**src/rtl/remote_mem_bridge.sv**
```systemverilog
// TileLink-UL slave that turns Get/Put requests into byte frames on a tx stream
// and assembles status/read-data responses from an rx stream.
`timescale 1ns/1ps
module remote_mem_bridge #(
  parameter int ADDR_WIDTH   = 64,
  parameter int DATA_WIDTH   = 64,
  parameter int SOURCE_WIDTH = 4,
  parameter int SIZE_WIDTH   = 3,
  parameter int TIMEOUT      = 65535
) (
  input  logic                    clk,
  input  logic                    rst_n,
  input  logic                    a_valid,
  output logic                    a_ready,
  input  logic [2:0]              a_opcode,
  input  logic [SIZE_WIDTH-1:0]   a_size,
  input  logic [SOURCE_WIDTH-1:0] a_source,
  input  logic [ADDR_WIDTH-1:0]   a_address,
  input  logic [DATA_WIDTH/8-1:0] a_mask,
  input  logic [DATA_WIDTH-1:0]   a_data,
  output logic                    d_valid,
  input  logic                    d_ready,
  output logic [2:0]              d_opcode,
  output logic [SIZE_WIDTH-1:0]   d_size,
  output logic [SOURCE_WIDTH-1:0] d_source,
  output logic [DATA_WIDTH-1:0]   d_data,
  output logic                    d_denied,
  output logic                    d_corrupt,
  output logic                    tx_valid,
  input  logic                    tx_ready,
  output logic [7:0]              tx_data,
  input  logic                    rx_valid,
  output logic                    rx_ready,
  input  logic [7:0]              rx_data
);

  localparam int DB = DATA_WIDTH / 8;
  localparam int AB = ADDR_WIDTH / 8;
  localparam logic [7:0]  AB_LAST  = 8'(AB - 1);
  localparam logic [7:0]  DB_LAST  = 8'(DB - 1);
  localparam logic [15:0] TMO_LAST = 16'(TIMEOUT - 1);
  localparam logic [2:0]  OP_PUTF  = 3'd0;
  localparam logic [2:0]  OP_PUTP  = 3'd1;
  localparam logic [2:0]  OP_GET   = 3'd4;
  localparam logic [2:0]  D_ACK    = 3'd0;
  localparam logic [2:0]  D_ACKD   = 3'd1;

  typedef enum logic [2:0] {
    S_IDLE, S_CMD, S_ADDR, S_MASK, S_WDATA, S_STATUS, S_RDATA, S_RESP
  } state_t;

  state_t                  state_q, state_d;
  logic [7:0]              cnt_q, cnt_d;
  logic [15:0]             tmo_q, tmo_d;
  logic                    a_ready_q, a_ready_d;
  logic                    rx_ready_q, rx_ready_d;
  logic                    tx_valid_q, tx_valid_d;
  logic [7:0]              tx_data_q, tx_data_d;
  logic                    d_valid_q, d_valid_d;
  logic [2:0]              d_opcode_q, d_opcode_d;
  logic [SIZE_WIDTH-1:0]   d_size_q, d_size_d;
  logic [SOURCE_WIDTH-1:0] d_source_q, d_source_d;
  logic [DATA_WIDTH-1:0]   d_data_q, d_data_d;
  logic                    d_denied_q, d_denied_d;
  logic                    d_corrupt_q, d_corrupt_d;

  logic [2:0]              op_q, op_d;
  logic [SIZE_WIDTH-1:0]   size_q, size_d;
  logic [SOURCE_WIDTH-1:0] src_q, src_d;
  logic [ADDR_WIDTH-1:0]   addr_q, addr_d;
  logic [DB-1:0]           mask_q, mask_d;
  logic [DATA_WIDTH-1:0]   wdata_q, wdata_d;

  logic tx_hs, rx_hs;
  logic resp_go, resp_err, is_get, is_wr;

  assign tx_hs = tx_valid_q & tx_ready;
  assign rx_hs = rx_valid & rx_ready_q;

  always_comb begin
    state_d     = state_q;
    cnt_d       = cnt_q;
    tmo_d       = '0;
    d_valid_d   = d_valid_q;
    d_opcode_d  = d_opcode_q;
    d_size_d    = d_size_q;
    d_source_d  = d_source_q;
    d_data_d    = d_data_q;
    d_denied_d  = d_denied_q;
    d_corrupt_d = d_corrupt_q;
    op_d        = op_q;
    size_d      = size_q;
    src_d       = src_q;
    addr_d      = addr_q;
    mask_d      = mask_q;
    wdata_d     = wdata_q;
    resp_go     = 1'b0;
    resp_err    = 1'b0;

    case (state_q)
      S_IDLE: begin
        if (a_valid && a_ready_q) begin
          op_d     = a_opcode;
          size_d   = a_size;
          src_d    = a_source;
          addr_d   = a_address;
          mask_d   = a_mask;
          wdata_d  = a_data;
          cnt_d    = '0;
          d_data_d = '0;
          if (a_opcode == OP_GET || a_opcode == OP_PUTF || a_opcode == OP_PUTP) begin
            state_d = S_CMD;
          end else begin
            resp_go  = 1'b1;
            resp_err = 1'b1;
          end
        end
      end
      S_CMD: begin
        if (tx_hs) begin
          state_d = S_ADDR;
          cnt_d   = '0;
        end
      end
      S_ADDR: begin
        if (tx_hs) begin
          if (cnt_q == AB_LAST) begin
            cnt_d   = '0;
            state_d = (op_q == OP_GET) ? S_STATUS : S_MASK;
          end else begin
            cnt_d = cnt_q + 8'd1;
          end
        end
      end
      S_MASK: begin
        if (tx_hs) begin
          state_d = S_WDATA;
          cnt_d   = '0;
        end
      end
      S_WDATA: begin
        if (tx_hs) begin
          if (cnt_q == DB_LAST) begin
            cnt_d   = '0;
            state_d = S_STATUS;
          end else begin
            cnt_d = cnt_q + 8'd1;
          end
        end
      end
      S_STATUS: begin
        if (rx_hs) begin
          if (rx_data != 8'h00) begin
            resp_go  = 1'b1;
            resp_err = 1'b1;
          end else if (op_q == OP_GET) begin
            state_d = S_RDATA;
            cnt_d   = '0;
          end else begin
            resp_go = 1'b1;
          end
        end else if (tmo_q == TMO_LAST) begin
          resp_go  = 1'b1;
          resp_err = 1'b1;
        end else begin
          tmo_d = tmo_q + 16'd1;
        end
      end
      S_RDATA: begin
        if (rx_hs) begin
          // Bytes arrive LSB first, so shifting right lands the first byte at bit 0.
          d_data_d = {rx_data, d_data_q[DATA_WIDTH-1:8]};
          if (cnt_q == DB_LAST) begin
            cnt_d   = '0;
            resp_go = 1'b1;
          end else begin
            cnt_d = cnt_q + 8'd1;
          end
        end else if (tmo_q == TMO_LAST) begin
          resp_go  = 1'b1;
          resp_err = 1'b1;
        end else begin
          tmo_d = tmo_q + 16'd1;
        end
      end
      S_RESP: begin
        if (d_ready) begin
          state_d   = S_IDLE;
          d_valid_d = 1'b0;
        end
      end
      default: state_d = S_IDLE;
    endcase

    is_get = (op_d == OP_GET);
    is_wr  = (op_d == OP_PUTF) || (op_d == OP_PUTP);

    if (resp_go) begin
      state_d     = S_RESP;
      d_valid_d   = 1'b1;
      d_opcode_d  = is_get ? D_ACKD : D_ACK;
      d_size_d    = size_d;
      d_source_d  = src_d;
      d_denied_d  = resp_err;
      d_corrupt_d = resp_err & is_get;
      if (resp_err) d_data_d = '0;
    end

    // Handshake outputs are registered, so they are derived from the next state.
    a_ready_d  = (state_d == S_IDLE);
    rx_ready_d = (state_d == S_IDLE) || (state_d == S_STATUS) || (state_d == S_RDATA);
    tx_valid_d = (state_d == S_CMD) || (state_d == S_ADDR) ||
                 (state_d == S_MASK) || (state_d == S_WDATA);
    tx_data_d  = 8'h00;
    case (state_d)
      S_CMD:  tx_data_d = {is_wr, 4'b0000, size_d[2:0]};
      S_ADDR: begin
        for (int i = 0; i < AB; i++)
          if (cnt_d == 8'(i)) tx_data_d = addr_d[8*i +: 8];
      end
      S_MASK: tx_data_d = 8'(mask_d);
      S_WDATA: begin
        for (int i = 0; i < DB; i++)
          if (cnt_d == 8'(i)) tx_data_d = wdata_d[8*i +: 8];
      end
      default: tx_data_d = 8'h00;
    endcase
  end

  always_ff @(posedge clk or negedge rst_n) begin
    if (!rst_n) begin
      state_q     <= S_IDLE;
      cnt_q       <= '0;
      tmo_q       <= '0;
      a_ready_q   <= 1'b0;
      rx_ready_q  <= 1'b0;
      tx_valid_q  <= 1'b0;
      tx_data_q   <= '0;
      d_valid_q   <= 1'b0;
      d_opcode_q  <= '0;
      d_size_q    <= '0;
      d_source_q  <= '0;
      d_data_q    <= '0;
      d_denied_q  <= 1'b0;
      d_corrupt_q <= 1'b0;
    end else begin
      state_q     <= state_d;
      cnt_q       <= cnt_d;
      tmo_q       <= tmo_d;
      a_ready_q   <= a_ready_d;
      rx_ready_q  <= rx_ready_d;
      tx_valid_q  <= tx_valid_d;
      tx_data_q   <= tx_data_d;
      d_valid_q   <= d_valid_d;
      d_opcode_q  <= d_opcode_d;
      d_size_q    <= d_size_d;
      d_source_q  <= d_source_d;
      d_data_q    <= d_data_d;
      d_denied_q  <= d_denied_d;
      d_corrupt_q <= d_corrupt_d;
    end
  end

  // Request fields are only meaningful after an accept, so they carry no reset.
  always_ff @(posedge clk) begin
    op_q    <= op_d;
    size_q  <= size_d;
    src_q   <= src_d;
    addr_q  <= addr_d;
    mask_q  <= mask_d;
    wdata_q <= wdata_d;
  end

  assign a_ready   = a_ready_q;
  assign rx_ready  = rx_ready_q;
  assign tx_valid  = tx_valid_q;
  assign tx_data   = tx_data_q;
  assign d_valid   = d_valid_q;
  assign d_opcode  = d_opcode_q;
  assign d_size    = d_size_q;
  assign d_source  = d_source_q;
  assign d_data    = d_data_q;
  assign d_denied  = d_denied_q;
  assign d_corrupt = d_corrupt_q;

endmodule

```
**config.mk**
```make
export PLATFORM = sky130hd
export DESIGN_NAME = remote_mem_bridge
export DESIGN_NICKNAME = d
export VERILOG_FILES = /design/src/rtl/remote_mem_bridge.sv
export SDC_FILE = /design/constraint.sdc
export NUM_CORES = 1
export LEC_CHECK = 0
export ABC_AREA = 1
export CORE_MARGIN = 2
export CORE_UTILIZATION = 54
export CTS_CLUSTER_DIAMETER = 60
export CTS_CLUSTER_SIZE = 28
export DETAILED_ROUTE_END_ITERATION = 12
export PLACE_DENSITY = 0.85
export SETUP_SLACK_MARGIN = 0.3
export SLEW_MARGIN = 20
export SYNTH_ARGS = -nofsm -noshare
export SYNTH_HDL_FRONTEND = slang
export SYNTH_SLANG_ARGS = --single-unit
```
**constraint.sdc**
```tcl
create_clock -name clk -period 3.81 [get_ports clk]
set_clock_uncertainty 0.15 [all_clocks]
set_input_delay 0.5715 -clock clk [delete_from_list [all_inputs] [get_ports clk]]
set_output_delay 0.5715 -clock clk [all_outputs]
set_load 0.01 [all_outputs]
```
==> results.md <==
Drt:
- The first TritonRoute pass finished after 6 iterations.
- The initial DRC count is about 900.
- The DRC violation count after routing is 0.
- The per-cell routed wire length is 15.9 um.
- In the routed layout, each cell is associated on average with a via count of 5.38.
- The total wirelength of the detailed-routed design is roughly 30 mm.
- The final antenna-violating net count is 0.
- For this block, the via count after detailed routing is around 10k.

Finish:
- The final antenna diode count is 0.
- The area growth from synthesis to layout is 29.9%.
- The final layout contains roughly 1.8k nets.
- Cells with a size suffix above 1 make up 5.59% of the layout.

Setup path:
- The arrival time of the worst setup path is roughly 3.4 ns.
- The category of the worst setup path capture point is a flop.
- The critical path is of the input pin to flop type.
- The data required time of the worst path is roughly 4.1 ns.
- The largest driver fanout on the critical path is 48.
- The worst setup path is launched from an input pin.

Placement:
- The half-perimeter wire length after detailed placement is ~22 mm.
- In this run the tool buffered the top-level ports with roughly 250 buffer cells.
- The routability congestion estimate from global placement is 0.941.

Logic synthesis:
- The total number of yosys warnings is 0.
- The dominant synthesized flop cell is dfxtp_1.
- Yosys mapped a number of flops with a built-in enable equal to 0.
- After synthesis, the mean cell area works out to just under 8 um^2.
- Of all flip-flops after synthesis, the portion carrying an async set or reset was a little over two fifths.
- Synthesis handed over a netlist of 1384 instances.
- The synthesized design contains ~260 register bits.
- The distinct cell type count after synthesis is 41.
- Sequential elements use a little over half of the synthesized area.
- The mapped netlist covers 10900 um^2.

GRT:
- Entering global routing, the biggest net connects between 90 and 100 pins.
- The layer with the highest usage is met2.
- The number of antenna violations at the first check in global routing came to 0.
- For this run, global-route usage on met3 was measured as between 3 and 4%.
- The first global-routing pass estimated around 49 mm of wire.
- Summed over all layers, the global routing overflow is 0.
- In the global route stage, overall resource usage came out at between 20% and 30%.
- The via count of the first global-routing pass is roughly 9.6k.
- The global-route track usage on met1 is 37.4%.
- The global routing met2 resource utilization is 47.0%.

Die:
- The die outline area is approximately 21000 um^2.
- The x dimension of the die is about 150 um.
- between 200 and 250 I/O pins were placed.
- The die height is approximately 150 um.
- After floorplanning, the core was sized to cover between 20000 and 25000 um^2.
- The number of core rows is 52.
- For this configuration, the core starts out at a cell density of 54.6%.

Clocking:
- Counting the buffers created by CTS gives 18.
- The clock latency of the later-clocked register in the worst-skew pair is roughly 0.5 ns.
- Counting every sink on the clock net gives 259.
- The number of hold buffers added after CTS was 0.
- CTS built an H-tree with a depth of 1.
- After clock tree synthesis, the repair step resized 0 gates.
- The clock tree from TritonCTS is yes.
- Clock-pin slew was measured on the worst setup and hold paths at ~0.08 ns.
- The clock root buffer is clkbuf_16.
- The maximum clock path buffer count is 3.
- The number of setup buffers added after CTS is 0.

STA:
- Setup violations remaining at the end of the flow were counted as 0.
- In the finished design, the share of the clock period the worst path needs comes to between 80% and 90%.
- Static timing analysis puts the maximum clock frequency at 0.319 GHz.
- For the pin with the worst max-slew slack, the measured transition is about 1.0 ns.
- The final hold violation count was 0.
- Headroom to the max-slew limit came out at a little under a third.
- The max-slew violation count is 0.
- Setup repair after global routing left no endpoint under its margin.
- The time the final worst path needs with I/O delays and setup is about 3.1 ns.
- Summed over all failing endpoints, the final setup total negative slack is 0 ns.
- The hold slack is slightly above 0.04 ns.

Power and ir drop:
- The clock group share of total power is between 20% and 30%.
- The share of total power dissipated in combinational logic is 38.2%.
- The internal power contribution is around 6 mW.
- The worst IR drop on VDD is roughly 0.00040 V.
- The overall power consumption is ~9.5 mW.
- For this design the total switching power over the nets is 3.71 mW.
- For this design the ratio of total power to cell area is 672 nW/um^2.
- The power share of the sequential group is around two fifths.
- The switching power share of the total is between 30% and 40%.
- The leakage power total is 6.63 nW.

Worst hold path:
- The type of the tightest min-delay check is input pin to async pin.

Outcome:
- The flow ran to the end, and the final reports show no timing, DRC or antenna violations.

Job:
- The number of max-cap violations is 0.
[worst paths after layout]
check	from	endpoint	slack [ns]	cells after the start
setup / recovery	rx_data[4]	tx_data[1]$_DFF_PN0_	0.67	17
setup reg to reg	state_q[1]$_DFF_PN0_	tx_data[1]$_DFF_PN0_	0.78	16
hold reg to reg	wdata_q[44]$_DFF_P_	wdata_q[44]$_DFF_P_	0.30	2
min in group clk	wdata_q[44]$_DFF_P_	wdata_q[44]$_DFF_P_	0.30	2
hold / removal	rst_n	tmo_q[2]$_DFF_PN0_	0.04	1
max in group asynchronous	rst_n	state_q[2]$_DFF_PN0_	2.73	2
[sequential cells by signal, summed over array words and instances (netlist names), 3 cells and up]
name,count
cnt_q,8
size_q,3
state_q,3
d_size,3
tmo_q,16
d_data,64
wdata_q,64
op_q,3
addr_q,64
mask_q,8
src_q,4
tx_data,8
d_source,4
[power by group through the flow]
stage | Combinational, mW | Sequential [mW] | Clock (mW)
after CTS | 3.60 | 3.92 | 2.00
after detailed placement | 3.57 | 3.97 | 0
after floorplan | 2.27 | 3.93 | 0
after global placement | 3.49 | 3.94 | 0
final | 3.64 | 3.92 | 1.98
after global routing | 4.02 | 4.01 | 2.11
[metal layers]
layer	up-vias	part of all wire [%]
li1	4898	-
met3	65	7.2
met1	4714	41
met2	435	48
met5	-	0
met4	0	3.4
[worst max-delay path: stages]
cell and delay (ns):
clkdlybuf4s50_1 0.44, nor2_1 0.12, nand2_1 0.06, nor2_1 0.25, nand2_1 0.08, nand2_1 0.18, nand2_4 0.11, a21oi_1 0.18
nand2_1 0.13, nor2_4 0.22, buf_4 0.43, nand3_1 0.12, nand3_1 0.16, nor2_1 0.06, nand4_1 0.12, nand2_1 0.09
nand3_1 0.09
[cell usage after synthesis (2+ instances only)]
cell type | count | area share, %
nand2_2 | 3 | 0.17
a22o_1 | 3 | 0.24
nand2_1 | 454 | 16
dfrtp_1 | 113 | 26
o21ai_1 | 13 | 0.59
nor3_1 | 7 | 0.32
buf_4 | 3 | 0.21
a22oi_1 | 64 | 4.4
xnor2_1 | 2 | 0.16
nand4_1 | 23 | 1.3
a211oi_1 | 2 | 0.14
or2_2 | 16 | 0.92
nor3_2 | 3 | 0.27
inv_2 | 7 | 0.24
o21ai_0 | 26 | 1.2
o31ai_1 | 2 | 0.14
nand3b_1 | 2 | 0.14
nor2_1 | 155 | 5.3
a31oi_1 | 8 | 0.46
nor2_4 | 4 | 0.41
a21oi_1 | 16 | 0.73
inv_1 | 96 | 3.3
nand2_4 | 2 | 0.21
dfxtp_1 | 146 | 27
ha_1 | 3 | 0.34
nor3b_1 | 2 | 0.14
mux2i_1 | 15 | 1.4
buf_1 | 11 | 0.38
nand3_1 | 95 | 4.3
clkbuf_1 | 42 | 1.4
nor2_2 | 4 | 0.23
o211ai_1 | 17 | 1.2
xor2_1 | 6 | 0.48
buf_2 | 12 | 0.55
[per-stage QoR]
| stage | std cells | utilization [%] | setup WS (ns) | instance area [um^2] |
|---|---|---|---|---|
| finish | 1880 | 70.9 | 0.671 | 14200 |
| global route | 1880 | 70.9 | 0.399 | 14200 |
| CTS | 1880 | 70.9 | 0.743 | 14200 |
| detailed placement | 1848 | 68.0 | 0.225 | 13600 |
| global placement | 1848 | 68.0 | 0.323 | 13600 |
| floorplan | 1385 | - | 1.26 | 10900 |
[cell type report]
cell class / instances / area [um^2]
inverters: 104 / 398
repair buffers: 261 / 2610
well taps: 270 / 338
multi-input cells: 954 / 4530
fillers: 1613 / 5830
flip-flops and latches: 259 / 5750
clock inverters: 10 / 96.3
clock buffers: 22 / 497
[kinds of logic (layout without fill, tap and decap cells)]
family	count (synthesis)	count (layout)	share of synthesized area, %
AND/OR/NAND/NOR	774	774	29.7
XOR/XNOR	8	8	0.641
buffers and inverters	172	397	6.19
adder cells (fa/ha/maj)	3	3	0.343
multiplexers	15	15	1.37
other	1	2	0.0343
AO/OA/AOI/OAI	152	152	9.12
flip-flops	259	259	52.6
[cells in the final DEF (no fill, tap or decap), types with 6 or more instances in the layout]
cell | netlist | final
nand2_1 | 454 | 454
clkdlybuf4s50_1 | 0 | 244
nor2_1 | 155 | 154
dfxtp_1 | 146 | 146
dfrtp_1 | 113 | 113
inv_1 | 96 | 96
nand3_1 | 95 | 95
a22oi_1 | 64 | 64
o21ai_0 | 26 | 26
nand4_1 | 23 | 23
clkbuf_16 | 0 | 19
o211ai_1 | 17 | 17
a21oi_1 | 16 | 16
or2_2 | 16 | 16
mux2i_1 | 15 | 15
buf_4 | 3 | 14
o21ai_1 | 13 | 13
a31oi_1 | 8 | 8
nor3_1 | 7 | 7
inv_2 | 7 | 6
nor2_4 | 4 | 6
xor2_1 | 6 | 6
Power figures use the tool's default switching activity.
